## src/rtl/cache_fill_fsm_pkg.sv

```systemverilog
// Shared widths and state encoding for the cache block fill engine.
// Imported by the fill FSM and its counters.
package cache_fill_fsm_pkg;

  localparam int BLOCK_OFFSET_W = 4;
  localparam int WORD_IDX_W     = 3;
  localparam int CNT_W          = 4;

  typedef enum logic {
    ST_IDLE = 1'b0,
    ST_FILL = 1'b1
  } fillState_e;

endpackage

```

## src/rtl/cache_fill_fsm_counter.sv

```systemverilog
// Word counter for a block fill: clears, increments, and
// flags done once LIMIT words have been counted.
module cache_fill_counter
  import cache_fill_fsm_pkg::*;
#(
  parameter int LIMIT = 8
) (
  input  logic             clk,
  input  logic             rst,
  input  logic             clear,
  input  logic             inc,
  output logic [CNT_W-1:0] count,
  output logic             done
);

  always_ff @(posedge clk) begin
    if (rst || clear) begin
      count <= '0;
    end else if (inc) begin
      count <= count + CNT_W'(1);
    end
  end

  assign done = (count == CNT_W'(LIMIT));

endmodule

```

## src/rtl/cache_fill_fsm.sv

```systemverilog
// Cache miss handler: fetches one block from main memory with
// pipelined reads and streams the returned words into the data array.
module cache_fill_fsm
  import cache_fill_fsm_pkg::*;
#(
  parameter int BLOCK_WORDS = 8,
  parameter int MEM_LATENCY = 4,
  parameter int ADDR_W      = 16
) (
  input  logic                  clk,
  input  logic                  rst,
  input  logic                  miss_detected,
  input  logic [ADDR_W-1:0]     miss_address,
  input  logic                  memory_data_valid,
  input  logic [15:0]           memory_data,
  output logic                  fsm_busy,
  output logic                  mem_read_en,
  output logic [ADDR_W-1:0]     memory_address,
  output logic                  write_data_array,
  output logic [WORD_IDX_W-1:0] fill_word_idx,
  output logic [15:0]           fill_data,
  output logic                  write_tag_array
);

  localparam int TAG_W = ADDR_W - BLOCK_OFFSET_W;

  fillState_e       stateQ;
  fillState_e       stateD;
  logic [TAG_W-1:0] baseQ;
  logic [CNT_W-1:0] issueCnt;
  logic [CNT_W-1:0] recvCnt;
  logic             issueDone;
  logic             recvDone;
  logic             inFill;
  logic             idleMiss;
  logic             issueEn;
  logic             recvEn;
  logic             lastRecv;
  logic             cntClear;
  logic             unusedBits;

  // Offset bits are implied by the word counter; latency only
  // shapes when responses arrive, not the control here.
  assign unusedBits = ^{miss_address[BLOCK_OFFSET_W-1:0],
                        issueCnt[CNT_W-1], 1'(MEM_LATENCY)};

  assign inFill   = (stateQ == ST_FILL);
  assign idleMiss = (stateQ == ST_IDLE) && miss_detected;
  assign issueEn  = inFill && !issueDone;
  assign recvEn   = inFill && memory_data_valid && !recvDone;
  assign lastRecv = recvEn &&
                    (recvCnt == CNT_W'(BLOCK_WORDS - 1));
  assign cntClear = !inFill || lastRecv;

  cache_fill_counter #(
    .LIMIT (BLOCK_WORDS)
  ) u_issueCnt (
    .clk   (clk),
    .rst   (rst),
    .clear (cntClear),
    .inc   (issueEn),
    .count (issueCnt),
    .done  (issueDone)
  );

  cache_fill_counter #(
    .LIMIT (BLOCK_WORDS)
  ) u_recvCnt (
    .clk   (clk),
    .rst   (rst),
    .clear (cntClear),
    .inc   (recvEn),
    .count (recvCnt),
    .done  (recvDone)
  );

  always_ff @(posedge clk) begin
    if (rst) begin
      stateQ <= ST_IDLE;
    end else begin
      stateQ <= stateD;
    end
  end

  always_ff @(posedge clk) begin
    if (rst) begin
      baseQ <= '0;
    end else if (idleMiss) begin
      baseQ <= miss_address[ADDR_W-1:BLOCK_OFFSET_W];
    end
  end

  always_comb begin
    stateD = stateQ;
    unique case (stateQ)
      ST_IDLE: if (miss_detected) stateD = ST_FILL;
      ST_FILL: if (lastRecv)      stateD = ST_IDLE;
      default: stateD = ST_IDLE;
    endcase
  end

  always_comb begin
    fsm_busy         = inFill || idleMiss;
    mem_read_en      = 1'b0;
    memory_address   = '0;
    write_data_array = 1'b0;
    fill_word_idx    = '0;
    fill_data        = '0;
    write_tag_array  = lastRecv;
    if (issueEn) begin
      mem_read_en    = 1'b1;
      memory_address = {baseQ,
                        issueCnt[WORD_IDX_W-1:0],
                        1'b0};
    end
    if (recvEn) begin
      write_data_array = 1'b1;
      fill_word_idx    = recvCnt[WORD_IDX_W-1:0];
      fill_data        = memory_data;
    end
  end

endmodule

```

## config.mk

```make
export PLATFORM = sky130hd
export DESIGN_NAME = cache_fill_fsm
export DESIGN_NICKNAME = d
export VERILOG_FILES = /design/src/rtl/cache_fill_fsm_pkg.sv /design/src/rtl/cache_fill_fsm_counter.sv /design/src/rtl/cache_fill_fsm.sv
export SDC_FILE = /design/constraint.sdc
export NUM_CORES = 1
export LEC_CHECK = 0
export CAP_MARGIN = 40
export CORE_UTILIZATION = 30
export DETAILED_ROUTE_END_ITERATION = 6
export HOLD_SLACK_MARGIN = 0.1
export PLACE_DENSITY = 0.68
export SLEW_MARGIN = 10
export SYNTH_ARGS = -nofsm -noshare
export SYNTH_HDL_FRONTEND = slang
export SYNTH_SLANG_ARGS = --single-unit
```

## constraint.sdc

```tcl
create_clock -name clk -period 2 [get_ports clk]
set_input_delay 0.4 -clock clk [delete_from_list [all_inputs] [get_ports clk]]
set_output_delay 0.4 -clock clk [all_outputs]
set_load 0.01 [all_outputs]
```

== Word level (Yosys, flattened, before mapping) ==
Index checks and enable logic that the tools add are counted.

* Add/subtract/negate cells: 2
* $mul: 0
* Divide/modulo/power cells: 0
* Magnitude comparators: 0
* Eq/ne operators: 3
* Shifts and indexed selects: 0
* Multiplexer cells: 8
* Bitwise gates (word level): 1
* Reductions and logical operators: 11

{| class="wikitable"
|+ Operators with widths
! cell !! number
|-
| 16-bit 2-to-1 mux || 2
|-
| 4-bit by 1-bit adder with 4-bit output, second input constant || 2
|-
| 4-bit == test, second input constant || 2
|-
| 1-bit logical AND || 5
|-
| 4-bit by 3-bit == test with 1-bit output, second input constant || 1
|-
| 1-bit 2-to-1 mux || 4
|-
| 1-bit zero test || 3
|-
| 1-bit logical OR || 3
|-
| 3-bit 2-to-1 mux || 1
|-
| 1-bit case mux with 2 select lines || 1
|-
| 1-bit NOT || 1
|}

* Register bits: 21
* Bits in latches: 0
* RAM bits: 0
* Bits in read-only memories: 0
* Bits of input ports: 36
* Output and inout port bits: 39
* Logic and storage cells: 29
* Memories kept: 0

== Logic depth before layout (Yosys ltp) ==
* Word-level depth: 6
* Depth in mapped cells: 6
* Mapped depth without buffers: 5

== Hierarchy ==
From an unflattened synthesis, not the netlist that was laid out.

* Cells, all modules: 143
* Area total of the unflattened synthesis: 1177.4 um2

{| class="wikitable"
|+ By module, submodules not included
! module !! instances !! cells each !! area each (um2) !! sequential area each (um2)
|-
| cache_fill_fsm || 1 || 101 || 744.5 || 260.2
|-
| cache_fill_counter || 2 || 21 || 216.5 || 80.1
|}

== Least setup slack after synthesis ==
No wires, ideal clock.

* Path type: flip-flop to output port
* From: register u_recvCnt.count[0]
* To: output port fill_data[10]
* Arrival time: 1.240 ns
* Data required time: 1.600 ns
* Path slack: 0.360 ns
* Stages on the path, launching flop included: 6
* Buffers on the path: 1
* Cells stage by stage: dfxtp_1 > inv_1 > ha_1 > nand3b_1 > clkbuf_1 > and3_1

* Cells in the longest elaborated chain, start to end: 4

{| class="wikitable"
|+ RTL lines
! what !! RTL line !! text
|-
| from (decl) || cache_fill_fsm_counter.sv:12 || <nowiki>output logic [CNT_W-1:0] count,</nowiki>
|-
| from (signal assigned) || cache_fill_fsm_counter.sv:20 || <nowiki>count <= count + CNT_W'(1);</nowiki>
|-
| 4-bit == test || cache_fill_fsm_counter.sv:24 || <nowiki>assign done = (count == CNT_W'(LIMIT));</nowiki>
|-
| 1-bit zero test || cache_fill_fsm.sv:50 || <nowiki>assign recvEn = inFill && memory_data_valid && !recvDone;</nowiki>
|-
| 1-bit logical AND || cache_fill_fsm.sv:50 ||
|-
| 16-bit 2-to-1 mux || cache_fill_fsm.sv:116 || <nowiki>if (recvEn) begin</nowiki>
|-
| to (decl) || cache_fill_fsm.sv:21 || <nowiki>output logic [15:0] fill_data,</nowiki>
|}

Every way passes these cells.

== Worst setup path after layout ==
* From: register u_recvCnt.count[1]
* To: output port fill_data[1]

Same word-level chain as after synthesis.

==> metrics <==
Post-Syn Area 1150 um^2; fraction of synthesized cell area taken by the top area cell type 36.4%; cell-by-cell listing of the critical path inv_2, ha_4, nand3b_1, buf_4, clkbuf_16, and3_1, clkbuf_2; Cells after Synth 156; CTS sink count 21; number of cells on the worst reg-to-reg path 5; Mapped Avg Cell Area 7.39 um^2; total leakage power 1.01 nW; overall die width 64.0 um; Final Hold Vio Count 0; status complete, no violations; number of antenna violations at the first check in global routing 0; wire length of the first global-routing pass 5.74 mm; PwrDens 440 nW/um^2; # placed instances 280; number of buffers inserted during clock tree synthesis 3; highest clock rate 0.513 GHz; vias in the first global route 1248; R2R Path Start u_recvCnt.count[0]; CTS tree yes; post-DR vias/cell 4.55; global router's overall resource usage 17.2%; critical path's slowest cell sky130_fd_sc_hd__dfxtp_2; count of inserted antenna diode cells 0; largest net degree at the start of global routing 18; area of the die 4100 um^2; router iterations before antenna repair 4; wire length per cell 11.9 um; global placer's final weighted congestion 0.785; Max stage delay on crit path 0.33 ns; insertion delay to the later sink of the worst-skew pair 0.26 ns; count of distinct cell types in the synthesized netlist 30; maximum buffer depth of the clock tree 2; initial core utilization 31.5%; part of the cycle the worst path needs 97.4%; Max FO, Critical Path 8; Layout Nets 285; minimum setup slack among reg-to-reg paths 0.43 ns; shortest clock period the worst path allows after layout 1.95 ns; I/O pin count 75; filler-free cell count of the finished design 292; maximum resistive drop on vdd 0.000383 V; register area share after synthesis 36.4%; area overhead of the layout relative to synthesis 79.2%; critical path launch point type flip-flop; Slew Limit Fails 0; library cell with the largest summed area after synthesis sky130_fd_sc_hd__dfxtp_1; clock skew 0.00423 ns; detailed router's first-iteration violation count 50; Vert. Die Dim 64.0 um; MaxCap Viol Count 0; start point of the critical path u_recvCnt.count[1]; RSZ-0062 raised after global routing yes; required time of the critical path 1.60 ns; standard-cell rows 22; classification of the worst-slack hold path flip-flop to flip-flop; cell at the root of the clock tree sky130_fd_sc_hd__clkbuf_8; number of flip-flops and latches in the synthesized netlist 21; Detailed Place HPWL 2.45 mm; end of the critical path fill_data[1]; core box area 3660 um^2; nature of the critical path endpoint output pin; worst-case setup slack after placement -0.353 ns; Max H-tree Level 1; final number of setup-violating endpoints 0; number of nets produced by synthesis 196; smallest setup slack after layout 0.0517 ns; routed vias 1329; number of filler instances in the final layout 357; Remaining Overflow, GRT 0; Worst Hold Launch baseQ[9]; layout cells sized above 1 29.9%; wire length after detailed routing 3.47 mm; number of warnings printed during yosys synthesis 0; # DRC 0; critical setup path kind flip-flop to output pin; capture point of the worst reg-to-reg path u_recvCnt.count[0]; register clock-pin slew on the reported worst setup and hold paths 0.07 ns; IO Port Bufs 69; post-detailed-route count of antenna-violating nets 0; Critical Path AT 1.55 ns; dominant cells by area after synthesis sky130_fd_sc_hd__dfxtp_1 36%, sky130_fd_sc_hd__and3_1 15%, sky130_fd_sc_hd__nand2_1 9.1%, sky130_fd_sc_hd__a21oi_1 8.2%, sky130_fd_sc_hd__ha_1 4.3%
[how the worst min path moves through the flow]
stage,cells past startpoint,slack [ns],to
floorplan,2,0.43,baseQ[0]
global placement,2,0.44,baseQ[9]
detailed placement,2,0.44,baseQ[3]
CTS,2,0.45,baseQ[3]
global route,2,0.47,baseQ[6]
finish,2,0.45,baseQ[9]
[cell usage after synthesis (all sizes together)]
master and n:
a211o 1, a21oi 19, and2 2, and3 28
and3b 2, and4b 1, buf 3, clkbuf 8
conb 1, dfxtp 21, ha 4, inv 7
mux2i 1, nand2 28, nand2b 1, nand3 6
nand3b 2, nand4 1, nor2 5, nor2b 1
nor3 5, nor3b 1, o21ai 5, or3 2
xor2 1
[cells by family after synthesis]
| family | count (synthesis) | share of synthesized area (%) |
|---|---|---|
| and+or+nand+nor | 85 | 39.0 |
| AOI/OAI and AO/OA | 25 | 11.2 |
| DFF | 21 | 36.4 |
| buffers and inverters | 18 | 7.05 |
| adders and majority gates | 4 | 4.34 |
| other | 1 | 0.325 |
| xor gates and xnor gates | 1 | 0.759 |
| muxes | 1 | 0.868 |
[per-stage QoR]
step,hold slack (ns),cell area (um^2),power [mW],setup TNS [ns],utilization [%]
global route,0.471,2070,0.970,-0.147,56.5
global placement,0.437,2010,0.657,-5.93,54.9
CTS,0.453,2080,0.925,0,56.7
floorplan,0.426,1150,0.529,0,-
detailed placement,0.442,2010,0.659,-6.02,54.9
finish,0.451,2070,0.909,0,56.5
[where the power goes]
group	internal (mW)	total, mW	switching [mW]	leakage (nW)
sequential	0.435	0.443	0.00832	0.173
combinational	0.113	0.192	0.0796	0.807
clock	0.139	0.274	0.136	0.0255
[registers in the layout, indices dropped and copies added (netlist names)]
signal            flops
baseQ                12
u_issueCnt.count      4
u_recvCnt.count       4
inFill                1
[routing by layer]
| metal | share of wire (%) | routed length [um] | global-route usage (%) |
|---|---|---|---|
| met1 | 46 | 1610 | 22.1 |
| met2 | 49 | 1690 | 29.5 |
| met3 | 4.7 | 162 | 4.46 |
| met4 | 0 | 0 | 1.70 |
| met5 | 0 | 0 | 0 |
[critical path: cells and delay by family (launching register included)]
kind	cells	cell delay, ns
buffers and inverters	4	0.51
DFF	1	0.33
and+or+nand+nor	2	0.31
adders and majority gates	1	0.13
[what timing repair did]
action / in CTS / in global routing
hold buffers: 0 / 0
pin swaps: 0 / 1
setup buffers: 1 / 5
gates cloned: 0 / 2
setup endpoints to repair: 36 / 36
gates resized for setup: 69 / 46
[cell usage in the layout, fill, tap and decap left out, types with 3 or more instances in the layout]
cell / Yosys / routed
sky130_fd_sc_hd__a21oi_1: 19 / 19
sky130_fd_sc_hd__and3_1: 28 / 28
sky130_fd_sc_hd__buf_4: 1 / 21
sky130_fd_sc_hd__clkbuf_2: 1 / 25
sky130_fd_sc_hd__clkbuf_8: 0 / 3
sky130_fd_sc_hd__clkdlybuf4s15_1: 0 / 6
sky130_fd_sc_hd__clkdlybuf4s50_1: 0 / 32
sky130_fd_sc_hd__dfxtp_1: 21 / 17
sky130_fd_sc_hd__dfxtp_2: 0 / 4
sky130_fd_sc_hd__dlygate4sd2_1: 0 / 4
sky130_fd_sc_hd__inv_1: 7 / 3
sky130_fd_sc_hd__inv_2: 0 / 4
sky130_fd_sc_hd__nand2_1: 28 / 28
sky130_fd_sc_hd__nand3_1: 6 / 6
sky130_fd_sc_hd__nor2_1: 5 / 5
sky130_fd_sc_hd__nor3_2: 0 / 3
sky130_fd_sc_hd__o21ai_0: 5 / 5
[cell type report]
cell class                 count  area [um^2]  area share [%]
inverter                       7         26.3            1.27
tap                           48         60.1            2.91
sequential                    21          425            20.6
timing repair buffer          95          810            39.2
clock buffer                   3         41.3            2.00
multi-input combinational    117          699            33.8
clock inverter                 1         5.00           0.242
Power figures use the tool's default switching activity.
